$ cat src/rtl/aidan_mcnay_deser_ctrl_if.sv
// Bus bundle for the deserialiser framing controller.
//
// Groups every non-clock/reset signal of aidan_mcnay_deser_ctrl:
//   ser_val, ser_data, frame_clr : serial bit stream in, plus frame abort
//   sipo_en, sipo_data_in        : shift control/data out to the SIPO
//   sipo_data_out                : SIPO parallel word back in (newest bit at LSB)
//   out_msg, out_val, out_rdy    : captured word offered downstream (val/rdy)
//   busy, overrun                : status (partial word in flight / word dropped)
//
// Modports:
//   master : the controller side (drives sipo_*, out_msg/out_val, status)
//   slave  : the environment side (serial source, SIPO, downstream sink)
interface aidan_mcnay_deser_ctrl_if #(
  parameter int nbits = 16
);
  logic             ser_val;
  logic             ser_data;
  logic             frame_clr;
  logic             sipo_en;
  logic             sipo_data_in;
  logic [nbits-1:0] sipo_data_out;
  logic [nbits-1:0] out_msg;
  logic             out_val;
  logic             out_rdy;
  logic             busy;
  logic             overrun;

  modport master (
    input  ser_val, ser_data, frame_clr, sipo_data_out, out_rdy,
    output sipo_en, sipo_data_in, out_msg, out_val, busy, overrun
  );

  modport slave (
    output ser_val, ser_data, frame_clr, sipo_data_out, out_rdy,
    input  sipo_en, sipo_data_in, out_msg, out_val, busy, overrun
  );
endinterface

$ cat src/rtl/aidan_mcnay_deser_ctrl.sv
// Framing controller wrapped around the SIPO on the prime detector input path.
//
// Forwards each strobed serial bit straight to the SIPO, counts bits, and one
// cycle after the last bit of a word captures the SIPO's parallel output into
// out_msg. The captured word is offered downstream with a val/rdy handshake;
// a completed word that cannot be captured because the previous one is still
// unaccepted is dropped and flagged on the sticky overrun output.
//
// Ports:
//   clk   : system clock, all state updates on the rising edge
//   reset : synchronous, active-high reset
//   bus   : aidan_mcnay_deser_ctrl_if.master (serial in, SIPO control, output
//           handshake and status)
module aidan_mcnay_deser_ctrl #(
  parameter int nbits = 16
) (
  input  logic                      clk,
  input  logic                      reset,
  aidan_mcnay_deser_ctrl_if.master  bus
);

  localparam int CW = (nbits > 1) ? $clog2(nbits) : 1;
  localparam logic [CW-1:0] LAST_BIT = CW'(nbits - 1);

  logic [CW-1:0]    bit_cnt_q, bit_cnt_d;
  logic             pending_q, pending_d;
  logic [nbits-1:0] out_msg_q, out_msg_d;
  logic             out_val_q, out_val_d;
  logic             overrun_q, overrun_d;

  logic             accept;
  logic             capture;
  logic             drop;

  // Bits presented during reset or an abort must not reach the SIPO.
  assign accept           = bus.ser_val & ~bus.frame_clr & ~reset;
  assign bus.sipo_en      = accept;
  assign bus.sipo_data_in = bus.ser_data;

  // In the pending cycle the SIPO still holds the complete word even if a new
  // bit is being shifted this cycle: the capture edge sees pre-shift contents.
  assign capture = pending_q & ~bus.frame_clr & (~out_val_q | bus.out_rdy);
  assign drop    = pending_q & ~bus.frame_clr &  out_val_q & ~bus.out_rdy;

  always_comb begin
    bit_cnt_d = bit_cnt_q;
    pending_d = 1'b0;
    out_msg_d = out_msg_q;
    out_val_d = out_val_q;
    overrun_d = overrun_q | drop;

    // Output register: a capture wins over a plain handshake so that a word
    // accepted on the same edge is immediately replaced without a gap.
    if (capture) begin
      out_msg_d = bus.sipo_data_out;
      out_val_d = 1'b1;
    end else if (out_val_q && bus.out_rdy) begin
      out_val_d = 1'b0;
    end

    if (bus.frame_clr) begin
      bit_cnt_d = '0;
    end else if (accept) begin
      if (bit_cnt_q == LAST_BIT) begin
        bit_cnt_d = '0;
        pending_d = 1'b1;
      end else begin
        bit_cnt_d = bit_cnt_q + CW'(1);
      end
    end
  end

  always_ff @(posedge clk) begin
    if (reset) begin
      bit_cnt_q <= '0;
      pending_q <= 1'b0;
      out_msg_q <= '0;
      out_val_q <= 1'b0;
      overrun_q <= 1'b0;
    end else begin
      bit_cnt_q <= bit_cnt_d;
      pending_q <= pending_d;
      out_msg_q <= out_msg_d;
      out_val_q <= out_val_d;
      overrun_q <= overrun_d;
    end
  end

  assign bus.out_msg = out_msg_q;
  assign bus.out_val = out_val_q;
  assign bus.overrun = overrun_q;
  assign bus.busy    = (bit_cnt_q != '0);

endmodule

$ cat src/flat_wrapper.sv
// flat-port wrapper written by rule: the top's interface ports become plain ports
module aidan_mcnay_deser_ctrl_flat 
#(
  parameter int nbits = 16
)
  (clk, reset, bus_ser_val, bus_ser_data, bus_frame_clr, bus_sipo_data_out, bus_out_rdy, bus_sipo_en, bus_sipo_data_in, bus_out_msg, bus_out_val, bus_busy, bus_overrun);
  aidan_mcnay_deser_ctrl_if #(.nbits(nbits)) bus_i ();
  input  logic clk;
  input  logic reset;
  input wire logic [$bits(bus_i.ser_val)-1:0] bus_ser_val;
  input wire logic [$bits(bus_i.ser_data)-1:0] bus_ser_data;
  input wire logic [$bits(bus_i.frame_clr)-1:0] bus_frame_clr;
  input wire logic [$bits(bus_i.sipo_data_out)-1:0] bus_sipo_data_out;
  input wire logic [$bits(bus_i.out_rdy)-1:0] bus_out_rdy;
  output wire logic [$bits(bus_i.sipo_en)-1:0] bus_sipo_en;
  output wire logic [$bits(bus_i.sipo_data_in)-1:0] bus_sipo_data_in;
  output wire logic [$bits(bus_i.out_msg)-1:0] bus_out_msg;
  output wire logic [$bits(bus_i.out_val)-1:0] bus_out_val;
  output wire logic [$bits(bus_i.busy)-1:0] bus_busy;
  output wire logic [$bits(bus_i.overrun)-1:0] bus_overrun;
  assign bus_i.ser_val = bus_ser_val;
  assign bus_i.ser_data = bus_ser_data;
  assign bus_i.frame_clr = bus_frame_clr;
  assign bus_i.sipo_data_out = bus_sipo_data_out;
  assign bus_i.out_rdy = bus_out_rdy;
  assign bus_sipo_en = bus_i.sipo_en;
  assign bus_sipo_data_in = bus_i.sipo_data_in;
  assign bus_out_msg = bus_i.out_msg;
  assign bus_out_val = bus_i.out_val;
  assign bus_busy = bus_i.busy;
  assign bus_overrun = bus_i.overrun;
  aidan_mcnay_deser_ctrl #(.nbits(nbits)) u_core (.clk(clk), .reset(reset), .bus(bus_i));
endmodule
$ cat config.mk
export PLATFORM = sky130hd
export DESIGN_NAME = aidan_mcnay_deser_ctrl_flat
export DESIGN_NICKNAME = d
export VERILOG_FILES = /design/src/rtl/aidan_mcnay_deser_ctrl_if.sv /design/src/rtl/aidan_mcnay_deser_ctrl.sv /design/src/flat_wrapper.sv
export SDC_FILE = /design/constraint.sdc
export NUM_CORES = 1
export LEC_CHECK = 0
export BUFFER_PORTS_ARGS = -buffer_cell sky130_fd_sc_hd__buf_2
export CORE_UTILIZATION = 40
export DETAILED_ROUTE_END_ITERATION = 10
export HOLD_SLACK_MARGIN = 0.02
export PLACE_DENSITY = 0.69
export SKIP_LAST_GASP = 1
export SLEW_MARGIN = 20
export SYNTH_ARGS = -nofsm -noshare
export SYNTH_HDL_FRONTEND = slang
export SYNTH_SLANG_ARGS = --single-unit
$ cat constraint.sdc
create_clock -name clk -period 1 [get_ports clk]
set_input_delay 0.05 -clock clk [delete_from_list [all_inputs] [get_ports clk]]
set_output_delay 0.05 -clock clk [all_outputs]
set_load 0.03 [all_outputs]
Word level (Yosys, flattened, before mapping)
Index checks and enable logic that the tools add are counted.

Output and inout bits: 21. Logic and storage cells: 29. Register bits after elaboration: 23. Input bits: 22.

Add/sub/neg operators: 1. Eq/ne operators: 1. Reductions and logical operators: 5. Multiplexer cells: 4. Bitwise logic cells: 13.

Operator list (count): AND 1 bit (6); inverter 1 bit (5); adder 4 x 1 -> 4 bit (second input constant) (1); equality test 4 bit (second input constant) (1); two-way mux 4 bit (1); nonzero test 4 bit (1); two-way mux 1 bit (3); OR reduction 3 bit (1); OR 1 bit (2); nonzero test 2 bit (1); OR reduction 2 bit (1); logical AND 1 bit (1).

Depth between registers and ports, before layout
Gate-level depths: netlist of run 1.

Depth in word-level cells: 5. Depth in mapped cells: 5.

Worst setup path before layout of run 1
OpenSTA, ideal clock, no wires.

Kind: reg-to-reg. Start point: register u_core.out_val_q, in the netlist u_core.bus.out_val. End point: register u_core.out_msg_q[0], in the netlist u_core.bus.out_msg[0]. Path slack: -0.197 ns. Arrival time: 1.127 ns. Clock period less this slack: 1.197 ns. Setup time: 0.070 ns. Cell stages (with the launch flop): 5. Cells stage by stage: dfxtp_1 -> and2b_2 -> buf_2 -> o21ai_1 -> a21oi_1.

Longest elaborated chain between the ends: 3.

Ends and longest elaborated chain: start: declaration (RTL line aidan_mcnay_deser_ctrl.sv:28) `logic out_val_q, out_val_d;`; start signal: assignment (RTL line aidan_mcnay_deser_ctrl.sv:84) `out_val_q <= out_val_d;`; inverter 1 bit (RTL line aidan_mcnay_deser_ctrl.sv:42) `assign capture = pending_q & ~bus.frame_clr & (~out_val_q | bus.out_rdy);`; OR 1 bit (RTL line aidan_mcnay_deser_ctrl.sv:42); AND 1 bit (RTL line aidan_mcnay_deser_ctrl.sv:42); end signal: assignment (RTL line aidan_mcnay_deser_ctrl.sv:83) `out_msg_q <= out_msg_d;`; end: declaration (RTL line aidan_mcnay_deser_ctrl.sv:27) `logic [nbits-1:0] out_msg_q, out_msg_d;`.

No other way between the ends. A chain may end at the register's enable or synchronous reset.

Worst setup path in the final report of run 1
Start point: register u_core.bit_cnt_q[0]. End point: output bus_busy.

Longest elaborated chain between the ends: 1.

Ends and longest elaborated chain: start: declaration (RTL line aidan_mcnay_deser_ctrl.sv:25) `logic [CW-1:0] bit_cnt_q, bit_cnt_d;`; start signal: assignment (RTL line aidan_mcnay_deser_ctrl.sv:81) `bit_cnt_q <= bit_cnt_d;`; nonzero test 4 bit (RTL line aidan_mcnay_deser_ctrl.sv:92) `assign bus.busy = (bit_cnt_q != '0);`; end: declaration (RTL line flat_wrapper.sv:19) `output wire logic [$bits(bus_i.busy)-1:0] bus_busy;`.

No other way between the ends.

==> summary.txt, run 1 <==
Outcome - finished, violations left
Failing checks - negative setup slack
Seq. cell area - 469.2 sq um
Final hold vios - 0
M1 wire length - 1.290 mm
GRT Total Usage - 20.23%
Initial antenna violation count - 0
Worst-Margin Slew - 0.2307 ns
Grt ovf - 0
Layout Nets - 201
Root Buffer - clkbuf_4
Pwr per Cell Area - 959.1 mW/mm^2
DP Wirelength - 1.551 mm
Worst EP arrival - 1.04 ns
Max Clk Rate - 913.8 MHz
Startpoint of the worst hold path - bus_ser_val
Register area share after synthesis - 48.55%
Xor/xnor share of the synthesized area - 0.9235%
Number of H-tree levels - 1
Metal3 WL - 117 um
Starting density of the core - 42.47%
Layout cells sized above 1 - 50.57%
Layout Skew - 0.002516 ns
TritonCTS Buffers - 3
Clock Tree Buf Depth - 2
Pin count of the biggest net entering global routing - 19
Mux contribution to synthesized area - 1.055%
CP Data Required Time - 0.95 ns
Die Y-Extent - 50.70 um
Routed via count divided by cell count - 5.093
Synth Area in Compound Gates - 19.92%
Mapped Nets - 138
Row count - 17
Clock latency on the worst-skew pair - 0.31 ns
Crit end category - output pin
Setup WS pre-CTS - -0.04724 ns
PnR worst setup slack - -0.09432 ns
Worst Setup SP - u_core.bit_cnt_q[0]$_SDFFE_PP0P_
Routed vias - 1039
Relative slew margins - 84.62%
Critical R2R Launch - u_core.bit_cnt_q[0]$_SDFFE_PP0P_
Max Slew Vio Count - 0
Antenna-violating nets left - 0
Syn Area/Cell - 8.319 sq um
RSZ-0062 raised after global routing - yes
Crit path max-delay cell type - dfxtp_2
Worst hold path type - in -> reg
CTS Sinks - 23
Kind of critical path - reg -> out
Worst vdd ir - 0.8504 mV
Setup violators final - 6
DRT iter0 DRCs - 17
First-pass GRT wire length - 4.015 mm
Post-synth cell types - 22
Synth warnings - 0
Mapped cell area - 948.4 sq um
Crit start category - flop
Largest family of logic cells by synthesized area - compound AO/OA/AOI/OAI gates
CTS tree - yes
Vias in the first global route - 931
Min Tclk post-route - 1.094 ns
CP top delay family - flip-flops
Tcrit/Tclk final - 109.4%
Routed len/inst - 14.29 um
Post-route insts no fill - 204
Placer Congestion - 0.7713
Die footprint - 0.002570 sq mm
Max Used Layer - met4
Filler instances - 168
Pleak - 0.6410 nW
Antenna Cells - 0
WL met2 - 1.461 mm
PortBufs - 40
Multi-input logic area - 556.8 sq um
Max_cap viols - 0
Cell total after placement - 179
Synth area leader - dfxtp_1
DR pass1 iterations - 4
Clock slew at reported path FFs - 0.13 ns
Slowest stage delay, CP - 0.36 ns
WP buf/inv - 2
Chip width - 50.70 um
Simple-Gate Fraction of Synth Area - 19.26%
Design area - 0.001580 sq mm
Synth Area in Adders - 2.639%
Core Region - 0.002233 sq mm
I/O pin cnt - 43
Post-layout total power - 1.516 mW
Critical path fanouts, max - 2
DP Area - 0.001199 sq mm
Area Overhead vs Synth - 66.62%
Post-Route WL - 2.916 mm
FF+latch count, synth - 23
Gate Count Post-Synth - 114
Worst-path cell chain - inv_2 > ha_4 > nand2_2 > buf_6
Synth area leaders - dfxtp_1, a21oi_1, nand3_1, o21ai_1, buf_2
Synth top area share - 48.55%
DRC viols - 0
metal layers:
metal | track usage [%] | vias to the layer above
li1 | - | 523
met1 | 24.49 | 476
met2 | 34.89 | 34
met3 | 3.636 | 6
met4 | 8.333 | 0
met5 | 0 | -
synthesized netlist by cell type, drive strengths merged:
cell type	instances
clkbuf	2
a41oi	1
or2	1
mux2i	1
nor3	1
inv	3
a21oi	20
nor2	7
o21ai	16
xor2	1
nand2b	2
and2b	1
ha	2
nand3	19
nand2	3
nor2b	1
buf	9
nand4	1
dfxtp	23
stage by stage:
step                hold slack, ns  util (%)  TNS [ns]
floorplan                   0.1977         -   -0.2639
global placement            0.1005     53.67         0
detailed placement          0.1005     53.67   -0.1106
CTS                        0.03472     64.65   -0.6954
global route               0.05717     70.76   -0.8204
finish                     0.06339     70.76   -0.1582
timing repair:
item,in CTS,in global routing
gates cloned,1,1
resized for setup,13,33
endpoints found under the hold margin,16,0
hold buffers,16,0
buffers inserted,2,1
pin swaps,1,17
setup endpoints to repair,13,22
state kept, by name, indices dropped and copies added, names as in the netlist:
signal and count:
u_core.pending_q 1, u_core.bus.out_val 1, u_core.bus.overrun 1, u_core.bus.out_msg 16, u_core.bit_cnt_q 4
layout by cell type (no fill, tap or decap), types with 2 or more instances in the layout:
| cell type | instances |
|---|---|
| nor2_1 | 6 |
| dfxtp_1 | 18 |
| clkbuf_4 | 3 |
| buf_6 | 4 |
| dlygate4sd3_1 | 16 |
| o21ai_0 | 4 |
| inv_2 | 2 |
| a21oi_2 | 6 |
| dfxtp_2 | 4 |
| nand2_2 | 2 |
| buf_4 | 8 |
| nand3_1 | 9 |
| o21ai_1 | 11 |
| nand3_4 | 2 |
| a21oi_1 | 14 |
| buf_2 | 39 |
| nand3_2 | 8 |
| ha_4 | 2 |
| nand2b_1 | 2 |
cell families after synthesis:
kind of cell               Yosys count
adders and majority gates            2
xor gates and xnor gates             1
muxes                                1
DFF                                 23
buffers and inverters               14
and+or+nand+nor                     36
AOI/OAI and AO/OA                   37
tightest hold or removal path, cell delays in order:
cell	delay [ns]
buf_2	0.15
nand4_1	0.11
nor2_1	0.04
cell type report:
cell class | count | share of cell area, %
Multi-Input combinational cell | 78 | 35.23
Timing Repair Buffer | 68 | 30.40
Sequential cell | 23 | 29.69
Tap cell | 28 | 2.217
Clock buffer | 3 | 1.425
Inverter | 3 | 0.7126
Clock inverter | 1 | 0.3167
path summary, 6_finish.rpt:
check / cells past startpoint / slack [ns] / to
max: 4 / -0.09 / bus_busy
max reg2reg: 5 / -0.02 / u_core.bit_cnt_q[2]$_SDFFE_PP0P_
min: 3 / 0.06 / u_core.pending_q$_SDFF_PP0_
min reg2reg: 2 / 0.48 / u_core.bus.out_msg[13]$_SDFFE_PP0P_
report_power, final:
group	internal, mW	switching [mW]	leakage, nW
clock network	0.149	0.276	0.0177
logic	0.0969	0.0754	0.435
registers	0.916	0.00169	0.188
total	1.16	0.353	0.641
(Power assumes the default switching activity.)
==> inputs of run 2 (changes only) <==
--- a/config.mk
+++ b/config.mk
@@ -6,10 +6,10 @@
 export NUM_CORES = 1
 export LEC_CHECK = 0
 export BUFFER_PORTS_ARGS = -buffer_cell sky130_fd_sc_hd__buf_2
-export CORE_UTILIZATION = 40
+export CORE_UTILIZATION = 25
 export DETAILED_ROUTE_END_ITERATION = 10
 export HOLD_SLACK_MARGIN = 0.02
-export PLACE_DENSITY = 0.69
+export PLACE_DENSITY = 0.46
 export SKIP_LAST_GASP = 1
 export SLEW_MARGIN = 20
 export SYNTH_ARGS = -nofsm -noshare
==> run 2 against run 1 <==
  * The run still ends with negative setup slack left
  * Sequential share of layout area increased by 3.3 points
  * Clock skew rose by 0.0027 ns
  * Flip-flop and latch count unchanged
  * Via count shrank 5.8%
  * Count of clock-buffer cells in the layout unchanged
  * Critical endpoint unchanged
  * Largest cell class unchanged
==> summary.txt, run 2 (same netlist as run 1, synthesis figures left out) <==
Grt ovf - 0
Clock Tree Buf Depth - 2
Number of H-tree levels - 1
Worst-path cell chain - inv_2 > ha_4 > nand2_2 > buf_6
Placer Congestion - 0.7888
Leading cell type in the layout, fill and taps excluded - buf_2
Routed vias - 979
Crit path max-delay cell type - dfxtp_2
Antenna-violating nets left - 0
Hold_buf cts - 0
Pleak - 0.5914 nW
DP Wirelength - 1.741 mm
Critical path fanouts, max - 2
Relative slew margins - 81.96%
WP buf/inv - 2
Core Region - 0.003661 sq mm
Max Used Layer - met4
CTS Sinks - 23
GRT Total Usage - 12.50%
Layout Skew - 0.005218 ns
Tcrit/Tclk final - 104.1%
DRC viols - 0
Commonest non-fill, non-tap cells in the layout - buf_2, a21oi_1, dfxtp_1, nand3_1, o21ai_1
CP Data Required Time - 0.95 ns
Row count - 22
Critical R2R Launch - u_core.bit_cnt_q[1]$_SDFFE_PP0P_
Kind of critical path - reg -> out
Min Tclk post-route - 1.041 ns
CTS tree - yes
Startpoint of the worst hold path - bus_sipo_data_out[12]
Slowest stage delay, CP - 0.35 ns
Post-route insts no fill - 209
Root Buffer - clkbuf_8
Crit start category - flop
CP top delay family - flip-flops
RR Endpoint - u_core.bit_cnt_q[2]$_SDFFE_PP0P_
Outcome - finished, violations left
TritonCTS Buffers - 3
Setup WS pre-CTS - -0.03074 ns
Starting density of the core - 25.91%
Max_cap viols - 0
DR pass1 iterations - 4
PnR worst setup slack - -0.04138 ns
Cell total after placement - 200
Clock slew at reported path FFs - 0.09 ns
M1 wire length - 1.105 mm
Post-Route WL - 2.605 mm
Clock latency on the worst-skew pair - 0.26 ns
Pin count of the biggest net entering global routing - 19
Final hold vios - 0
Area Overhead vs Synth - 50.26%
RSZ-0062 raised after global routing - yes
Hold_ws - 0.03571 ns
Metal3 WL - 126 um
Chip width - 63.59 um
Routed via count divided by cell count - 4.684
I/O pin cnt - 43
Die Y-Extent - 63.59 um
R2R setup slack - -0.02 ns
Worst hold path type - in -> reg
Layout cells sized above 1 - 50.31%
Worst-Margin Slew - 0.2706 ns
Hold Crit Depth - 3
Worst EP arrival - 0.99 ns
WHS Endpoint - u_core.bus.out_msg[12]$_SDFFE_PP0P_
Post-layout total power - 1.623 mW
Crit end category - output pin
Failing checks - negative setup slack
Worst Reg2Reg Path Length in Cells - 5
Initial antenna violation count - 0
First-pass GRT wire length - 4.057 mm
Die footprint - 0.004044 sq mm
PortBufs - 40
Pwr per Cell Area - 1139 mW/mm^2
Max reg flops - 16
Setup violators final - 2
Antenna Cells - 0
Max Slew Vio Count - 0
Setup TNS - -0.06271 ns
WL met2 - 1.353 mm
Vias in the first global route - 931
DRT iter0 DRCs - 54
Worst vdd ir - 0.4298 mV
Routed len/inst - 12.46 um
Max Clk Rate - 960.3 MHz
Layout Nets - 186
## run 2: cell types whose count changed in the layout (fill, tap and decap cells not counted), sizes merged
cell / before / now
buf: 52 / 53
clkinv: 1 / 0
dlygate4sd3: 16 / 0
inv: 3 / 4
## run 2: where the power goes
group / total [mW] / internal (mW) / switching, mW / leakage, nW
registers: 0.917 / 0.915 / 0.00209 / 0.189
clock network: 0.591 / 0.284 / 0.307 / 0.0260
logic: 0.115 / 0.0561 / 0.0591 / 0.377
## run 2: area by class of cell
class	instances	area (sq um)
Timing Repair Buffer	53	334.1
Fill cell	385	2236
Sequential cell	23	470.5
Clock buffer	3	41.29
Clock inverter	1	6.256
Multi-Input combinational cell	78	501.7
Inverter	3	11.26
Tap cell	48	60.06
## run 2: worst max path at each step
stage / start / end / slack (ns) / cells past startpoint
finish: u_core.bit_cnt_q[0]$_SDFFE_PP0P_ / bus_busy / -0.04 / 4
global route: u_core.bit_cnt_q[0]$_SDFFE_PP0P_ / bus_busy / -0.08 / 4
CTS: u_core.bit_cnt_q[0]$_SDFFE_PP0P_ / bus_busy / -0.04 / 4
detailed placement: u_core.bit_cnt_q[0]$_SDFFE_PP0P_ / u_core.bit_cnt_q[1]$_SDFFE_PP0P_ / -0.03 / 4
global placement: u_core.bus.out_val$_SDFFE_PP0P_ / u_core.bus.out_msg[8]$_SDFFE_PP0P_ / -0.02 / 3
floorplan: u_core.bus.out_val$_SDFFE_PP0P_ / u_core.bus.out_msg[0]$_SDFFE_PP0P_ / -0.03 / 4
## run 2: timing repair
item / 4_1_cts / 5_1_grt
buffers inserted: 2 / 0
pin swaps: 1 / 8
gates resized for setup: 16 / 25
gates cloned: 1 / 2
setup endpoints to repair: 19 / 20
## run 2: metal layers
metal | GRT usage (%) | vias to the layer above
met5 | 0 | -
met4 | 5.114 | 0
met3 | 2.174 | 2
met2 | 21.81 | 19
met1 | 14.93 | 468
li1 | - | 490
## run 2: metrics by stage
stage	cell area [sq um]	util (%)
after global placement	1219	33.29
final	1425	38.93
after global routing	1425	38.93
after floorplan	960.9	-
after detailed placement	1219	33.29
after CTS	1339	36.57
## run 2: worst min-delay path: stages
cell and delay (ns):
buf_2 0.11, nand3_2 0.05, a21oi_2 0.05
==> inputs of run 3 (changes only) <==
--- a/config.mk
+++ b/config.mk
@@ -6,10 +6,12 @@
 export NUM_CORES = 1
 export LEC_CHECK = 0
 export BUFFER_PORTS_ARGS = -buffer_cell sky130_fd_sc_hd__buf_2
-export CORE_UTILIZATION = 25
+export CELL_PAD_IN_SITES_DETAIL_PLACEMENT = 0
+export CELL_PAD_IN_SITES_GLOBAL_PLACEMENT = 2
+export CORE_UTILIZATION = 22
 export DETAILED_ROUTE_END_ITERATION = 10
 export HOLD_SLACK_MARGIN = 0.02
-export PLACE_DENSITY = 0.46
+export PLACE_DENSITY = 0.69
 export SKIP_LAST_GASP = 1
 export SLEW_MARGIN = 20
 export SYNTH_ARGS = -nofsm -noshare
==> run 3 against run 2 <==
  * The flow still finishes with violations (negative setup slack)
  * Worst setup slack better by 0.011 ns
  * Combinational power is 13% higher
  * Clock skew down 0.0042 ns
  * First-iteration DRC count down 9.3%
  * Register-to-register slack improved by 0.02 ns
  * Non-clock buffer count is 4 higher
  * Via count is 1.9% higher
  * Critical endpoint unchanged
  * Largest cell class unchanged
  * Highest routed layer unchanged
==> summary.txt, run 3 (same netlist as run 1, synthesis figures left out) <==
GRT Total Usage - 11.88%
Worst hold path type - in -> reg
Sequential fraction of design power - 57.3%
Chip width - 67.66 um
Clock Tree Buf Depth - 2
Final hold vios - 0
I/O pin cnt - 43
Net switching power - 342.6 uW
Post-layout total power - 1.599 mW
Routed vias - 998
Pleak - 0.6070 nW
Min Tclk post-route - 1.031 ns
Grt ovf - 0
Comb power frac - 8.1%
Worst-Margin Slew - 0.2945 ns
Clock latency on the worst-skew pair - 0.26 ns
Seq. cell area - 467.9 sq um
Worst EP arrival - 0.98 ns
Critical path fanouts, max - 2
DP Area - 0.001229 sq mm
Vias in the first global route - 938
Antenna Cells - 0
DR pass1 iterations - 4
Crit end category - output pin
Setup violators final - 2
Failing checks - negative setup slack
TritonCTS Buffers - 3
Area Overhead vs Synth - 58.71%
Number of H-tree levels - 1
Commonest non-fill, non-tap cells in the layout - buf_2, dfxtp_1, a21oi_1, nand3_1, o21ai_1
PnR worst setup slack - -0.03057 ns
CP Data Required Time - 0.95 ns
Placer Congestion - 0.7321
Leading cell type in the layout, fill and taps excluded - buf_2
Core Region - 0.004058 sq mm
Fin util - 37.10%
Filler instances - 427
Max reg flops - 16
Hold_ws - 0.03570 ns
Switching share of total power - 21.42%
Max Slew Vio Count - 0
Antenna-violating nets left - 0
Pwr per Cell Area - 1062 mW/mm^2
Die Y-Extent - 67.66 um
DRC viols - 0
First-pass GRT wire length - 4.091 mm
PortBufs - 40
Kind of critical path - reg -> out
Layout Skew - 0.0009776 ns
Die footprint - 0.004577 sq mm
Initial antenna violation count - 0
Clock slew at reported path FFs - 0.08 ns
Post-Route WL - 2.855 mm
Relative slew margins - 80.37%
Routed len/inst - 13.28 um
Layout Nets - 190
Multi-input logic area - 548.0 sq um
RSZ-0062 raised after global routing - yes
Design area - 0.001505 sq mm
Max Clk Rate - 970.3 MHz
CTS Sinks - 23
Outcome - finished, violations left
Max_cap viols - 0
Routed via count divided by cell count - 4.642
Root Buffer - clkbuf_8
Starting density of the core - 23.37%
Tcrit/Tclk final - 103.1%
DP Wirelength - 1.854 mm
DRT iter0 DRCs - 49
R2R setup slack - 0 ns
Crit start category - flop
Clk pwr share - 34.6%
Worst vdd ir - 0.8924 mV
Layout cells sized above 1 - 55.76%
Row count - 23
CTS tree - yes
Internal power - 1.257 mW
Pin count of the biggest net entering global routing - 19
run 3: stage by stage:
step / TNS [ns] / setup WS (ns) / instances
after detailed placement: -0.2343 / -0.04024 / 203
final: -0.03181 / -0.03057 / 215
after CTS: -0.05564 / -0.04039 / 211
after floorplan: -0.2639 / -0.02810 / 114
after global routing: -0.4317 / -0.08256 / 215
after global placement: -0.08187 / -0.01615 / 203
run 3: worst max-delay path, cell delays in order (launching register included):
cell	delay [ns]
dfxtp_2	0.34
inv_2	0.05
ha_4	0.15
nand2_2	0.06
buf_6	0.12
run 3: final timing paths:
path | endpoint | start | cells after the start
worst max-delay path | bus_busy | u_core.bit_cnt_q[0]$_SDFFE_PP0P_ | 4
worst min-delay path | u_core.bus.out_msg[0]$_SDFFE_PP0P_ | bus_sipo_data_out[0] | 3
worst max register to register | u_core.bit_cnt_q[2]$_SDFFE_PP0P_ | u_core.bit_cnt_q[0]$_SDFFE_PP0P_ | 5
worst min register to register | u_core.bus.out_msg[6]$_SDFFE_PP0P_ | u_core.bus.out_msg[6]$_SDFFE_PP0P_ | 2
run 3: layout make-up:
cell class	count	area share, %
Timing Repair Buffer	57	24.52
Sequential cell	23	31.09
Clock buffer	3	2.743
Multi-Input combinational cell	78	36.41
Clock inverter	1	0.3325
Inverter	3	0.7481
Tap cell	50	4.156
run 3: what timing repair did:
item,in CTS,in global routing
cloned,1,2
hold buffers,0,1
hold endpoints to repair,0,1
buffers inserted,3,1
pin swaps,2,15
setup endpoints to repair,18,22
resized for setup,17,31
run 3: power by group through the flow:
stage	Sequential [mW]	Clock, mW	Combinational [mW]
CTS	0.917	0.592	0.116
global placement	0.938	0	0.0965
detailed placement	0.939	0	0.0964
floorplan	0.939	0	0.0481
finish	0.917	0.553	0.130
global route	0.917	0.640	0.142
run 3: per-layer routing:
layer  up-vias  part of all wire [%]  GRT usage (%)  wire length (um)
met3         2                   6.2          4.054               176
met5         -                     0              0                 0
met1       474                    42          13.77              1203
met2        25                    51          20.92              1461
met4         0                  0.46          2.394                13
li1        497                     -              -                 -
